===== config.mk =====
export PLATFORM = sky130hd
export DESIGN_NAME = ula_datapath_flat
export DESIGN_NICKNAME = d
export VERILOG_FILES = /design/src/rtl/ula_datapath_if.sv /design/src/rtl/ula_datapath.sv /design/src/flat_wrapper.sv
export SDC_FILE = /design/constraint.sdc
export NUM_CORES = 1
export LEC_CHECK = 0
export CAP_MARGIN = 20
export CORE_ASPECT_RATIO = 0.6
export CORE_MARGIN = 5
export CORE_UTILIZATION = 30
export DETAILED_ROUTE_END_ITERATION = 16
export SLEW_MARGIN = 5
export SYNTH_ARGS = -nofsm -noshare
export SYNTH_HDL_FRONTEND = slang
export SYNTH_SLANG_ARGS = --single-unit

===== constraint.sdc =====
create_clock -name clock -period 5.7 [get_ports clock]
set_clock_uncertainty 0.15 [all_clocks]
set_input_delay 1.14 -clock clock [delete_from_list [all_inputs] [get_ports clock]]
set_output_delay 1.14 -clock clock [all_outputs]
set_load 0.02 [all_outputs]

===== src/rtl/ula_datapath_if.sv =====
// Bus/control bundle for ula_datapath: the sequencer (master) drives the
// strobes and operands, the datapath (slave) returns bus, accumulator and flags.
interface ula_datapath_if;
    logic        ir_wr;
    logic        ir_re;
    logic        ac_wr;
    logic        ac_re;
    logic        ula_re;
    logic [3:0]  ula_sel;
    logic [15:0] out_mem_instrucao;
    logic [15:0] mbr;
    logic [15:0] bus_in;
    logic [15:0] bus_out;
    logic        bus_en;
    logic [15:0] ac;
    logic [3:0]  opcode;
    logic        flagz;
    logic        flagn;

    modport master (
        output ir_wr, ir_re, ac_wr, ac_re, ula_re, ula_sel,
               out_mem_instrucao, mbr, bus_in,
        input  bus_out, bus_en, ac, opcode, flagz, flagn
    );

    modport slave (
        input  ir_wr, ir_re, ac_wr, ac_re, ula_re, ula_sel,
               out_mem_instrucao, mbr, bus_in,
        output bus_out, bus_en, ac, opcode, flagz, flagn
    );
endinterface


===== src/rtl/ula_datapath.sv =====
// Accumulator/IR datapath with a combinational 16-bit ALU driving a shared bus.
// Define ULA_MULDIV_EN to build the multiplier and divider; otherwise MUL/DIV pass ac through.
module ula_datapath #(
    parameter logic [3:0] ADD  = 4'b0010,
    parameter logic [3:0] SUB  = 4'b0011,
    parameter logic [3:0] MUL  = 4'b0100,
    parameter logic [3:0] DIV  = 4'b0101,
    parameter logic [3:0] ANDP = 4'b0110,
    parameter logic [3:0] ORP  = 4'b0111,
    parameter logic [3:0] NOTP = 4'b1000
) (
    input  logic            clock,
    input  logic            reset,
    ula_datapath_if.slave   bus
);
    logic [15:0] ac_q;
    logic [15:0] ir_q;
    logic        flagz_q;
    logic        flagn_q;
    logic [15:0] result;
    logic [15:0] bus_out;
    logic        bus_en;
    logic [15:0] eff_bus;
`ifdef ULA_MULDIV_EN
    logic signed [31:0] product;
    logic signed [15:0] quotient;
`endif

`ifdef ULA_MULDIV_EN
    assign product = $signed(ac_q) * $signed(bus.mbr);

    // Guard the two cases where plain signed division is undefined or overflows.
    always_comb begin
        quotient = '0;
        if (bus.mbr == 16'h0000)
            quotient = '0;
        else if (ac_q == 16'h8000 && bus.mbr == 16'hFFFF)
            quotient = 16'sh8000;
        else
            quotient = $signed(ac_q) / $signed(bus.mbr);
    end
`endif

    always_comb begin
        result = ac_q;
        case (bus.ula_sel)
            ADD:  result = ac_q + bus.mbr;
            SUB:  result = ac_q - bus.mbr;
`ifdef ULA_MULDIV_EN
            MUL:  result = product[15:0];
            DIV:  result = quotient;
`else
            MUL, DIV: result = ac_q;
`endif
            ANDP: result = ac_q & bus.mbr;
            ORP:  result = ac_q | bus.mbr;
            NOTP: result = ~ac_q;
            default: result = ac_q;
        endcase
    end

    always_comb begin
        bus_out = '0;
        if (bus.ula_re)
            bus_out = result;
        else if (bus.ac_re)
            bus_out = ac_q;
        else if (bus.ir_re)
            bus_out = ir_q;
    end

    assign bus_en  = bus.ula_re | bus.ac_re | bus.ir_re;
    assign eff_bus = bus_en ? bus_out : bus.bus_in;

    always_ff @(posedge clock) begin
        if (reset) begin
            ac_q    <= '0;
            ir_q    <= '0;
            flagz_q <= 1'b0;
            flagn_q <= 1'b0;
        end else begin
            if (bus.ac_wr)
                ac_q <= eff_bus;
            if (bus.ir_wr)
                ir_q <= bus.out_mem_instrucao;
            if (bus.ula_re) begin
                flagz_q <= (result == 16'h0000);
                flagn_q <= result[15];
            end
        end
    end

    assign bus.bus_out = bus_out;
    assign bus.bus_en  = bus_en;
    assign bus.ac      = ac_q;
    assign bus.opcode  = ir_q[15:12];
    assign bus.flagz   = flagz_q;
    assign bus.flagn   = flagn_q;
endmodule


===== src/flat_wrapper.sv =====
// flat-port wrapper written by rule: the top's interface ports become plain ports
module ula_datapath_flat 
#(
    parameter logic [3:0] ADD  = 4'b0010,
    parameter logic [3:0] SUB  = 4'b0011,
    parameter logic [3:0] MUL  = 4'b0100,
    parameter logic [3:0] DIV  = 4'b0101,
    parameter logic [3:0] ANDP = 4'b0110,
    parameter logic [3:0] ORP  = 4'b0111,
    parameter logic [3:0] NOTP = 4'b1000
)
  (clock, reset, bus_ir_wr, bus_ir_re, bus_ac_wr, bus_ac_re, bus_ula_re, bus_ula_sel, bus_out_mem_instrucao, bus_mbr, bus_bus_in, bus_bus_out, bus_bus_en, bus_ac, bus_opcode, bus_flagz, bus_flagn);
  ula_datapath_if bus_i ();
  input  logic clock;
  input  logic reset;
  input wire logic [$bits(bus_i.ir_wr)-1:0] bus_ir_wr;
  input wire logic [$bits(bus_i.ir_re)-1:0] bus_ir_re;
  input wire logic [$bits(bus_i.ac_wr)-1:0] bus_ac_wr;
  input wire logic [$bits(bus_i.ac_re)-1:0] bus_ac_re;
  input wire logic [$bits(bus_i.ula_re)-1:0] bus_ula_re;
  input wire logic [$bits(bus_i.ula_sel)-1:0] bus_ula_sel;
  input wire logic [$bits(bus_i.out_mem_instrucao)-1:0] bus_out_mem_instrucao;
  input wire logic [$bits(bus_i.mbr)-1:0] bus_mbr;
  input wire logic [$bits(bus_i.bus_in)-1:0] bus_bus_in;
  output wire logic [$bits(bus_i.bus_out)-1:0] bus_bus_out;
  output wire logic [$bits(bus_i.bus_en)-1:0] bus_bus_en;
  output wire logic [$bits(bus_i.ac)-1:0] bus_ac;
  output wire logic [$bits(bus_i.opcode)-1:0] bus_opcode;
  output wire logic [$bits(bus_i.flagz)-1:0] bus_flagz;
  output wire logic [$bits(bus_i.flagn)-1:0] bus_flagn;
  assign bus_i.ir_wr = bus_ir_wr;
  assign bus_i.ir_re = bus_ir_re;
  assign bus_i.ac_wr = bus_ac_wr;
  assign bus_i.ac_re = bus_ac_re;
  assign bus_i.ula_re = bus_ula_re;
  assign bus_i.ula_sel = bus_ula_sel;
  assign bus_i.out_mem_instrucao = bus_out_mem_instrucao;
  assign bus_i.mbr = bus_mbr;
  assign bus_i.bus_in = bus_bus_in;
  assign bus_bus_out = bus_i.bus_out;
  assign bus_bus_en = bus_i.bus_en;
  assign bus_ac = bus_i.ac;
  assign bus_opcode = bus_i.opcode;
  assign bus_flagz = bus_i.flagz;
  assign bus_flagn = bus_i.flagn;
  ula_datapath #(.ADD(ADD), .SUB(SUB), .MUL(MUL), .DIV(DIV), .ANDP(ANDP), .ORP(ORP), .NOTP(NOTP)) u_core (.clock(clock), .reset(reset), .bus(bus_i));
endmodule

==> reports/metrics.yaml <==
initial_core_util_pct: 30.6
wl_um: 14900
relSlewSlack_pct: 37.1
fin_crit_sh_pct: 98.1
ys_seq_elements: 34
clock_latency_ps: 280
outcome: "finished clean"
slowest_delay_ps: 350
clk_pin_slew_ps: 50
setup_viol_count_final: 0
setup_slack_ps: 108
synthArstFlopShare_pct: 0
end_kind: "output port"
grt_max_degree: 39
arrival_ps: 4300
p_leak_nw: 2.52
drc_errors: 0
final-instance-count-excl-fill: 849
grt_pass1_wl_um: 23300
numClockSinks: 34
layout-area-overhead-vs-synth_pct: 57.1
synthCells: 519
mostFrequentLayoutCell: "buf_4"
row_count: 31
fp.dieArea_mm2: 0.0147
syn-cell-area_mm2: 0.00369
synth_flop_cell: "dfxtp_1"
design_area_mm2: 0.00580
cts_tree: "done"
start_kind: "input pin"
tightest_slew_ps: 940
maxCapViolCount: 0
hold_path.class: "reg2reg"
drtAntennaViolNets: 0
placed_area_mm2: 0.00540
synth_cell_types: 67
overflow: 0
r2r_setup_slack_ps: 1800
max_freq_mhz: 179
dr.pass1.iters: 4
critPathKind: "in2out"
path_cells: "dlygate4sd2_1 > nor3b_4 > nand2_2 > buf_4 > o31ai_1 > xor2_1 > ha_2 > buf_4 > o2111a_1 > nor3_2 > buf_4 > o31ai_4 > buf_4 > mux2i_1 > a211oi_2 > a21oi_2 > buf_2"
hpwl_um: 11600
antenna_found_initial: 0
yosysWarnings: 0
chipWidth_um: 153
numPortBuffers: 97
core_mm2: 0.0121
antennaDiodeCount: 0
final-hold-violation-count: 0
vias: 4582
avgSynthCellArea_um2: 7.11
drt-initial-drc-count: 317
critPathBufInv: 6
p_total_mw: 1.09
drv_slew: 0
dp_slack_ps: -841
viasPerCell: 5.40
yosysSeqAreaShare_pct: 18.4
power_density_mw_per_mm2: 187
cts_buffers: 5
num_io_pins: 98
drive_gt1_share_pct: 24.3
critPathRequiredTime_ps: 4410
placedCellCount: 834
crit_top_cell: "buf_4"
grt_pass1_vias: 4298
track_usage_pct: 19.5
period_needed_ps: 5590
slowest_stage: "ha_2"
htree_levels: 2
die_h_um: 95.9
n_fill_cell: 1174
nNetsFinal: 761
final_cell_mix: "buf_4 (100), clkdlybuf4s50_1 (72), nor2_1 (68)"
final.setup.tns_ps: 0
ir_worst_vdd_mv: 0.117
cts_root_buf: "clkbuf_16"
path_max_fanout: 5
multi_input_area_mm2: 0.00300
wire_per_inst_um: 17.6
synth_edf_count: 0
place.gp.congestion: 0.936
cts_max_path_buffers: 2
syn-num-nets: 597
path_delay_family: "buffers and inverters"
seqCellArea_um2: 681
==> worst reg2reg max path: stages, from the launching register on <==
cell and delay (ps):
dfxtp_1 450, inv_1 100, ha_1 240, fa_1 420, nor2b_2 150, o2111a_1 270
nor3_2 80, buf_4 150, o31ai_4 280, buf_4 150, mux2i_1 80, a211oi_2 310
buf_4 170, nand4_1 90, or4b_1 560, o21ai_1 170
==> layout make-up <==
type / count / area share [%]
flip-flops and latches: 34 / 11.7
multi-input cells: 430 / 51.6
repair buffers: 197 / 29.6
inverters: 15 / 0.971
well taps: 165 / 3.56
clock buffers: 7 / 2.46
clock inverters: 1 / 0.0863
==> synthesized netlist by cell type, types with 3 or more instances <==
cell | number | area [µm²]
nand2_1 | 47 | 176
or3_1 | 3 | 18.8
xnor2_1 | 8 | 70.1
dfxtp_1 | 34 | 681
o22a_1 | 3 | 26.3
nor2b_1 | 7 | 43.8
o221ai_1 | 6 | 52.6
a21o_1 | 10 | 75.1
a22oi_1 | 9 | 67.6
clkbuf_1 | 32 | 120
o21ai_0 | 28 | 140
o22ai_1 | 3 | 18.8
inv_1 | 14 | 52.6
o31ai_1 | 7 | 52.6
nor2_1 | 71 | 267
ha_1 | 18 | 225
nor3_1 | 5 | 25.0
and2_1 | 4 | 25.0
nand3_1 | 8 | 40.0
a211oi_1 | 33 | 248
a22o_1 | 4 | 35.0
nand2b_1 | 9 | 56.3
xor2_1 | 13 | 114
nand4_1 | 3 | 18.8
a21oi_1 | 62 | 310
buf_2 | 3 | 15.0
mux2i_1 | 19 | 190
a221o_1 | 4 | 40.0
o2111ai_1 | 3 | 26.3
nor3_2 | 3 | 30.0
buf_4 | 4 | 30.0
==> timing repair <==
action | 4_1_cts | 5_1_grt
pin swaps | 10 | 15
gates resized for setup | 67 | 31
gates cloned | 0 | 0
hold buffers | 0 | 0
buffers inserted | 5 | 3
setup endpoints to repair | 13 | 11
==> worst paths after layout <==
kind,start,endpoint,cells past startpoint
worst max-delay path,bus_ula_sel[3],bus_bus_out[12],17
worst min-delay path,u_core.ir_q[3]$_SDFFE_PP0P_,u_core.ir_q[3]$_SDFFE_PP0P_,2
worst max register to register,u_core.bus.ac[0]$_SDFFE_PP0P_,u_core.bus.flagz$_SDFFE_PP0P_,15
worst min register to register,u_core.ir_q[3]$_SDFFE_PP0P_,u_core.ir_q[3]$_SDFFE_PP0P_,2
==> report_power, final <==
part	internal (mW)	switching (mW)	total [mW]
clock network	0.173	0.101	0.274
registers	0.254	0.0267	0.281
logic	0.259	0.273	0.531
total	0.686	0.400	1.09
==> sequential cells by signal, indices dropped and copies added (netlist names) <==
signal,flops
u_core.bus.ac,16
u_core.bus.flagn,1
u_core.ir_q,16
u_core.bus.flagz,1
==> cells by family (layout without fill, tap and decap cells) <==
| family | Yosys count | after routing | synth area share [%] |
|---|---|---|---|
| buffers and inverters | 55 | 220 | 6.10 |
| adders and majority gates | 20 | 20 | 6.91 |
| DFF | 34 | 34 | 18.4 |
| and+or+nand+nor | 174 | 174 | 22.1 |
| AOI/OAI and AO/OA | 193 | 193 | 35.3 |
| muxes | 22 | 22 | 6.17 |
| xor gates and xnor gates | 21 | 21 | 4.98 |
==> metrics by stage <==
| stage | hold WS (ps) | util [%] |
|---|---|---|
| 6_report | 343 | 48.1 |
| 5_1_grt | 357 | 48.1 |
| 4_1_cts | 342 | 47.0 |
| 3_5_place_dp | 334 | 44.8 |
| 3_3_place_gp | 309 | 44.8 |
| 2_1_floorplan | 310 | - |
==> metal layers <==
layer / up-vias / GRT usage (%) / routed length, µm / part of all wire [%]
met5: - / 0 / 0 / 0
li1: 2236 / - / - / -
met3: 8 / 4.99 / 1070 / 7.1
met2: 158 / 28.8 / 6220 / 42
met4: 0 / 2.22 / 56 / 0.37
met1: 2180 / 29.2 / 7600 / 51
Note: power is estimated with default switching activity, not from simulation.
